--- src/rtl/dmem_lsu_pkg.sv ---
// Shared types and helpers for the data-memory load/store unit.
// Holds funct3 encodings, the FSM state type and the store lane builder.
package lsu_pkg;

    localparam logic [2:0] F3_B  = 3'b000;
    localparam logic [2:0] F3_H  = 3'b001;
    localparam logic [2:0] F3_W  = 3'b010;
    localparam logic [2:0] F3_BU = 3'b100;
    localparam logic [2:0] F3_HU = 3'b101;

    typedef enum logic [1:0] {
        S_IDLE = 2'd0,
        S_WAIT = 2'd1,
        S_RESP = 2'd2
    } state_t;

    typedef struct packed {
        logic [3:0]  byte_sel;
        logic [31:0] wdata;
    } wr_lanes_t;

    // Stores only look at funct3[1:0]; illegal encodings are filtered before use.
    function automatic wr_lanes_t store_lanes(input logic [2:0]  f3,
                                              input logic [1:0]  off,
                                              input logic [31:0] d);
        wr_lanes_t r;
        case (f3[1:0])
            2'b00: begin
                r.byte_sel = 4'b0001 << off;
                r.wdata    = {4{d[7:0]}};
            end
            2'b01: begin
                r.byte_sel = off[1] ? 4'b1100 : 4'b0011;
                r.wdata    = {2{d[15:0]}};
            end
            default: begin
                r.byte_sel = 4'b1111;
                r.wdata    = d;
            end
        endcase
        return r;
    endfunction

endpackage

--- src/rtl/dmem_lsu_if.sv ---
// Request/response handshake and BRAM port bundle for dmem_lsu.
// slave is the LSU side; master is the pipeline/BRAM environment side.
interface dmem_lsu_if #(
    parameter int ADDR_W = 11
);
    logic              req_valid;
    logic              req_ready;
    logic              req_we;
    logic [2:0]        req_funct3;
    logic [31:0]       req_addr;
    logic [31:0]       req_wdata;
    logic              rsp_valid;
    logic [31:0]       rsp_rdata;
    logic              rsp_error;
    logic              mem_ren;
    logic              mem_wen;
    logic [3:0]        mem_byte_sel;
    logic [ADDR_W-1:0] mem_address;
    logic [31:0]       mem_wdata;
    logic [31:0]       mem_rdata;

    modport slave (
        input  req_valid, req_we, req_funct3, req_addr, req_wdata, mem_rdata,
        output req_ready, rsp_valid, rsp_rdata, rsp_error,
               mem_ren, mem_wen, mem_byte_sel, mem_address, mem_wdata
    );

    modport master (
        output req_valid, req_we, req_funct3, req_addr, req_wdata, mem_rdata,
        input  req_ready, rsp_valid, rsp_rdata, rsp_error,
               mem_ren, mem_wen, mem_byte_sel, mem_address, mem_wdata
    );
endinterface

--- src/rtl/dmem_lsu_load_extract.sv ---
// Selects the addressed byte/halfword/word from a BRAM word and extends it.
module load_extract
    import lsu_pkg::*;
(
    input  logic [31:0] rdata,
    input  logic [1:0]  offset,
    input  logic [2:0]  funct3,
    output logic [31:0] data
);
    logic [31:0] lane;

    always_comb begin
        lane = rdata >> {offset, 3'b000};
        data = lane;
        case (funct3)
            F3_B:    data = {{24{lane[7]}}, lane[7:0]};
            F3_H:    data = {{16{lane[15]}}, lane[15:0]};
            F3_BU:   data = {24'd0, lane[7:0]};
            F3_HU:   data = {16'd0, lane[15:0]};
            default: data = lane;
        endcase
    end
endmodule

--- src/rtl/dmem_lsu.sv ---
// RV32 load/store unit in front of a word-organised BRAM with fixed read latency.
// One request in flight; memory port is only driven during the accept cycle.
module dmem_lsu
    import lsu_pkg::*;
#(
    parameter int ADDR_W       = 11,
    parameter int READ_LATENCY = 1
) (
    input logic       clk,
    input logic       reset,
    dmem_lsu_if.slave bus
);
    state_t      state, state_nxt;
    logic [1:0]  cnt;
    logic [1:0]  off_q;
    logic [2:0]  f3_q;
    logic [31:0] rdata_q;
    logic        error_q;
    logic        accept, misalign, illegal, err, cnt_done;
    logic [31:0] ext_data;
    wr_lanes_t   lanes;
    logic        unused_addr_hi;

    // Upper address bits simply alias onto the BRAM.
    assign unused_addr_hi = ^bus.req_addr[31:ADDR_W+2];

    assign bus.req_ready = (state == S_IDLE) && reset;
    assign accept        = bus.req_valid && bus.req_ready;
    assign cnt_done      = (cnt == 2'(READ_LATENCY - 1));
    assign lanes         = store_lanes(bus.req_funct3, bus.req_addr[1:0], bus.req_wdata);

    always_comb begin
        misalign = ((bus.req_funct3[1:0] == 2'b01) && bus.req_addr[0]) ||
                   ((bus.req_funct3[1:0] == 2'b10) && (bus.req_addr[1:0] != 2'b00));
        if (bus.req_we)
            illegal = (bus.req_funct3 > F3_W);
        else
            illegal = (bus.req_funct3 == 3'b011) || (bus.req_funct3 == 3'b110) ||
                      (bus.req_funct3 == 3'b111);
    end
    assign err = misalign || illegal;

    always_comb begin
        bus.mem_ren      = 1'b0;
        bus.mem_wen      = 1'b0;
        bus.mem_byte_sel = 4'b0000;
        bus.mem_address  = '0;
        bus.mem_wdata    = 32'd0;
        if (accept && !err) begin
            bus.mem_address = bus.req_addr[ADDR_W+1:2];
            if (bus.req_we) begin
                bus.mem_wen      = 1'b1;
                bus.mem_byte_sel = lanes.byte_sel;
                bus.mem_wdata    = lanes.wdata;
            end else begin
                bus.mem_ren = 1'b1;
            end
        end
    end

    always_comb begin
        state_nxt = state;
        case (state)
            S_IDLE:  if (accept) state_nxt = (err || bus.req_we) ? S_RESP : S_WAIT;
            S_WAIT:  if (cnt_done) state_nxt = S_RESP;
            S_RESP:  state_nxt = S_IDLE;
            default: state_nxt = S_IDLE;
        endcase
    end

    always_ff @(posedge clk or negedge reset) begin
        if (!reset) state <= S_IDLE;
        else        state <= state_nxt;
    end

    load_extract u_extract (
        .rdata  (bus.mem_rdata),
        .offset (off_q),
        .funct3 (f3_q),
        .data   (ext_data)
    );

    always_ff @(posedge clk or negedge reset) begin
        if (!reset) begin
            cnt     <= 2'd0;
            off_q   <= 2'd0;
            f3_q    <= 3'd0;
            rdata_q <= 32'd0;
            error_q <= 1'b0;
        end else if (accept) begin
            cnt   <= 2'd0;
            off_q <= bus.req_addr[1:0];
            f3_q  <= bus.req_funct3;
            if (err || bus.req_we) begin
                rdata_q <= 32'd0;
                error_q <= err;
            end
        end else if (state == S_WAIT) begin
            cnt <= cnt + 2'd1;
            if (cnt_done) begin
                rdata_q <= ext_data;
                error_q <= 1'b0;
            end
        end
    end

    assign bus.rsp_valid = (state == S_RESP);
    assign bus.rsp_rdata = rdata_q;
    assign bus.rsp_error = error_q;
endmodule

--- src/flat_wrapper.sv ---
// flat-port wrapper written by rule: the top's interface ports become plain ports
module dmem_lsu_flat import lsu_pkg::*;
#(
    parameter int ADDR_W       = 11,
    parameter int READ_LATENCY = 1
)
  (clk, reset, bus_req_valid, bus_req_we, bus_req_funct3, bus_req_addr, bus_req_wdata, bus_mem_rdata, bus_req_ready, bus_rsp_valid, bus_rsp_rdata, bus_rsp_error, bus_mem_ren, bus_mem_wen, bus_mem_byte_sel, bus_mem_address, bus_mem_wdata);
  dmem_lsu_if #(.ADDR_W(ADDR_W)) bus_i ();
  input logic clk;
  input logic reset;
  input wire logic [$bits(bus_i.req_valid)-1:0] bus_req_valid;
  input wire logic [$bits(bus_i.req_we)-1:0] bus_req_we;
  input wire logic [$bits(bus_i.req_funct3)-1:0] bus_req_funct3;
  input wire logic [$bits(bus_i.req_addr)-1:0] bus_req_addr;
  input wire logic [$bits(bus_i.req_wdata)-1:0] bus_req_wdata;
  input wire logic [$bits(bus_i.mem_rdata)-1:0] bus_mem_rdata;
  output wire logic [$bits(bus_i.req_ready)-1:0] bus_req_ready;
  output wire logic [$bits(bus_i.rsp_valid)-1:0] bus_rsp_valid;
  output wire logic [$bits(bus_i.rsp_rdata)-1:0] bus_rsp_rdata;
  output wire logic [$bits(bus_i.rsp_error)-1:0] bus_rsp_error;
  output wire logic [$bits(bus_i.mem_ren)-1:0] bus_mem_ren;
  output wire logic [$bits(bus_i.mem_wen)-1:0] bus_mem_wen;
  output wire logic [$bits(bus_i.mem_byte_sel)-1:0] bus_mem_byte_sel;
  output wire logic [$bits(bus_i.mem_address)-1:0] bus_mem_address;
  output wire logic [$bits(bus_i.mem_wdata)-1:0] bus_mem_wdata;
  assign bus_i.req_valid = bus_req_valid;
  assign bus_i.req_we = bus_req_we;
  assign bus_i.req_funct3 = bus_req_funct3;
  assign bus_i.req_addr = bus_req_addr;
  assign bus_i.req_wdata = bus_req_wdata;
  assign bus_i.mem_rdata = bus_mem_rdata;
  assign bus_req_ready = bus_i.req_ready;
  assign bus_rsp_valid = bus_i.rsp_valid;
  assign bus_rsp_rdata = bus_i.rsp_rdata;
  assign bus_rsp_error = bus_i.rsp_error;
  assign bus_mem_ren = bus_i.mem_ren;
  assign bus_mem_wen = bus_i.mem_wen;
  assign bus_mem_byte_sel = bus_i.mem_byte_sel;
  assign bus_mem_address = bus_i.mem_address;
  assign bus_mem_wdata = bus_i.mem_wdata;
  dmem_lsu #(.ADDR_W(ADDR_W), .READ_LATENCY(READ_LATENCY)) u_core (.clk(clk), .reset(reset), .bus(bus_i));
endmodule
--- config.mk ---
export PLATFORM = sky130hd
export DESIGN_NAME = dmem_lsu_flat
export DESIGN_NICKNAME = d
export VERILOG_FILES = /design/src/rtl/dmem_lsu_pkg.sv /design/src/rtl/dmem_lsu_if.sv /design/src/rtl/dmem_lsu_load_extract.sv /design/src/rtl/dmem_lsu.sv /design/src/flat_wrapper.sv
export SDC_FILE = /design/constraint.sdc
export NUM_CORES = 1
export LEC_CHECK = 0
export ABC_CLOCK_PERIOD_IN_PS = 2000
export BUFFER_PORTS_ARGS = -buffer_cell sky130_fd_sc_hd__buf_4
export CAP_MARGIN = 10
export CORE_ASPECT_RATIO = 1.4
export CORE_MARGIN = 2
export CORE_UTILIZATION = 39
export CTS_BUF_LIST = sky130_fd_sc_hd__clkbuf_8 sky130_fd_sc_hd__clkbuf_16
export CTS_CLUSTER_DIAMETER = 60
export DETAILED_ROUTE_END_ITERATION = 6
export PLACE_DENSITY_LB_ADDON = 0.08
export SYNTH_ARGS = -nofsm -noshare
export SYNTH_HDL_FRONTEND = slang
export SYNTH_HIERARCHICAL = 1
export SYNTH_SLANG_ARGS = --single-unit
--- constraint.sdc ---
create_clock -name clk -period 2 [get_ports clk]
set_input_delay 0.4 -clock clk [delete_from_list [all_inputs] [get_ports clk]]
set_output_delay 0.4 -clock clk [all_outputs]
set_load 0.03 [all_outputs]
==> qor.yml <==
timing:
  report.final.slew_viol_count: 0
  period_minus_slack_ns: 2.22
  setup_repair_after_global_routing_missed_its_margin: "yes"
  setup_ws_ns: -0.223
  timing_hold_violations_final: 0
  fin_hold_ws_ns: 0.0732
  setup_violations: 49
  fin_skew_ns: 0.00983
  finalSetupTns_ns: -8.45
  finalCritPeriodShare_pct: 111
  clock.fmax_ghz: 0.450
  worst_pin_slew_ns: 0.611
  relSlewSlack_pct: 59.1
grt:
  grt_util_all_layers_pct: 23.6
  grt_max_degree: 37
  gr-total-overflow: 0
  grt_first_pass_wirelength_um: 15700
  grt_pass1_vias: 3273
  antenna_found_initial: 0
min_path:
  hp-class: "in2async"
clock_network:
  cts_hold_buffers: 0
  worst_setup_hold_path_clk_slew_ns: 0.08
  cts_max_path_buffers: 2
  clock_latency_ns: 0.29
  cts_made_buffers: 5
  clock_tree.root_cell: "clkbuf_8"
  cts_tree: "yes"
  ctsHtreeMaxLevel: 2
  cts.sinks: 42
logic_synthesis:
  syn_area_um2: 2950
  yosys_warnings: 6
  synth.mux.area_fraction_pct: 12.6
  syn-mean-instance-area_um2: 8.49
  yosys_register_bits: 42
  seq_area_frac_synth_pct: 35.7
  post_synth_inst_count: 347
  synthXorXnorAreaFrac_pct: 0.297
  synth.lib_cells_used.distinct: 36
  synth-simple-area-share_pct: 19.9
  synth-compound-area-share_pct: 24.4
  dominant_combinational_cell_family_by_area_after_synthesis: "compound AO/OA/AOI/OAI gates"
  synth-adder-area-share_pct: 0.425
  synthesis.nets: 451
routing:
  count_of_nets_left_with_antenna_violations_after_detail_routing: 0
  detail_route.wirelength_um: 10100
  average_wire_per_standard_cell_um: 16.3
  post-route-drc-count: 0
  post_drt_via_cell_ratio: 5.30
  drt_pass1_iterations: 4
  routed-via-count: 3292
  detail_route.iter0.violations: 144
setup_path:
  worstPathArrival_ns: 1.82
  reg2reg_setup_slack_ns: 0.09
  r2r-start: "u_core/off_q[0]"
  worst-endpoint-required_ns: 1.60
  reg2reg_to: "u_core/bus.rsp_rdata[18]"
  cp_slowest_stage_delay_ns: 0.54
  number_of_cells_on_the_worst_reg_to_reg_path: 8
  path_class: "in2out"
  timing.critical_path.from_type: "input pin"
  timing.critical_path.fanout_max: 8
  crit_slowest_cell: "or4_4"
  crit_path_cell_trace: "buf_8, or4_4, a21oi_4, nand2_4, buf_12, a21oi_4, buf_6"
  cp-end-kind: "primary output"
  critical-path-top-cell-by-count: "a21oi_4"
final_layout:
  mostFrequentLayoutCell: "buf_4"
  diodes: 0
  final_cell_area_um2: 5040
  nNetsFinal: 627
  layout_cells_excl_fill: 621
  area_growth_syn_to_layout_pct: 71.2
  finalCoreUtilization_pct: 68.5
  post_route_cells_drive_above_1_share_pct: 50.2
  most-common-layout-cells: "buf_4, dfrtp_1, nand2_1, mux2i_1, a22o_1"
die:
  io_pins: 187
  dieHeight_um: 107
  die_width_um: 77.4
  rows: 37
  dieArea_um2: 8270
  starting_utilization_of_the_core_area_pct: 40.0
  fp.coreArea_um2: 7360
run_status:
  violations: "setup timing"
  run_status: "finished with violations"
power_and_ir_drop:
  total_power_mw: 4.49
  pd_cells_nw_per_um2: 891
  max-vdd-ir-drop_uv: 463
  total_leakage_power_nw: 2.50
placement:
  gp_congestion: 0.839
  placed_inst_area_um2: 4640
  dp_worst_setup_slack_ns: -0.216
  placed_cells: 608
  hpwlAfterDp_um: 7520
  port_buffers: 167
run:
  max-cap-violations: 0
-- cells in the mapped netlist, drive strengths merged --
cell type	instances	area share [%]
nor3b	1	0.25
nor2	49	6.2
o211ai	1	0.42
and2	12	2.5
clkbuf	14	1.8
inv	9	1.1
or4	1	0.25
ha	1	0.42
a21o	2	0.55
nand3	1	0.17
o21ai	22	4.0
a211oi	14	3.6
and3	8	1.7
a21boi	1	0.38
xnor2	1	0.30
buf	14	3.8
o21bai	1	0.25
nor2b	9	1.9
nand4bb	1	0.38
a21oi	28	4.9
nand3b	2	0.51
a221o	1	0.34
nand2b	3	0.89
a22o	32	9.5
nor3	1	0.17
mux2i	37	13
dfrtp	42	36
a311oi	1	0.51
nand2	38	4.8
-- final cells by class --
| class | count | area [um^2] |
|---|---|---|
| Clock buffer | 5 | 68.8 |
| Clock inverter | 3 | 41.3 |
| Fill cell | 629 | 2320 |
| Inverter | 9 | 37.5 |
| Multi-Input combinational cell | 268 | 1990 |
| Sequential cell | 42 | 1050 |
| Tap cell | 97 | 121 |
| Timing Repair Buffer | 197 | 1730 |
-- critical path: cells and delay by family --
kind | cells | cell delay [ns]
simple gates | 2 | 0.67
buf+inv | 3 | 0.42
compound gates | 2 | 0.31
-- worst max path at each step --
| stage | start | to | slack [ns] | cells after the start |
|---|---|---|---|---|
| after floorplan | bus_req_funct3[0] | bus_mem_byte_sel[0] | -0.08 | 6 |
| after global placement | bus_req_funct3[0] | bus_mem_wdata[10] | -0.21 | 7 |
| after detailed placement | bus_req_funct3[0] | bus_mem_wdata[10] | -0.22 | 7 |
| after CTS | bus_req_funct3[0] | bus_mem_wdata[10] | -0.21 | 7 |
| after global routing | bus_req_funct3[0] | bus_mem_wdata[10] | -0.25 | 7 |
| final | bus_req_funct3[0] | bus_mem_wdata[10] | -0.22 | 7 |
-- registers in the layout, indices dropped and copies added, names as in the netlist --
signal	cells
u_core/cnt	2
u_core/bus.rsp_rdata	32
u_core/state	2
u_core/f3_q	3
u_core/bus.rsp_error	1
u_core/off_q	2
-- kinds of logic after synthesis --
kind of cell,count (synthesis)
buffers and inverters,37
and+or+nand+nor,126
muxes,37
xor gates and xnor gates,1
DFF,42
AOI/OAI and AO/OA,103
adders and majority gates,1
-- power breakdown --
group | internal (mW) | switching, mW
clock | 0.368 | 0.296
sequential | 1.15 | 0.224
combinational | 1.05 | 1.40
total | 2.57 | 1.92
-- layer usage --
layer / up-vias / global-route usage (%) / part of all wire, %
met3: 13 / 4.63 / 6.0
met4: 0 / 7.65 / 2.1
met2: 127 / 44.5 / 53
met1: 1567 / 26.4 / 38
li1: 1585 / - / -
met5: - / 0 / 0
-- timing repair --
action / in CTS / in global routing
gates cloned: 1 / 1
gates resized for setup: 34 / 11
setup endpoints to repair: 51 / 51
pin swaps: 1 / 3
buffers inserted: 0 / 3
(Power assumes the default switching activity.)
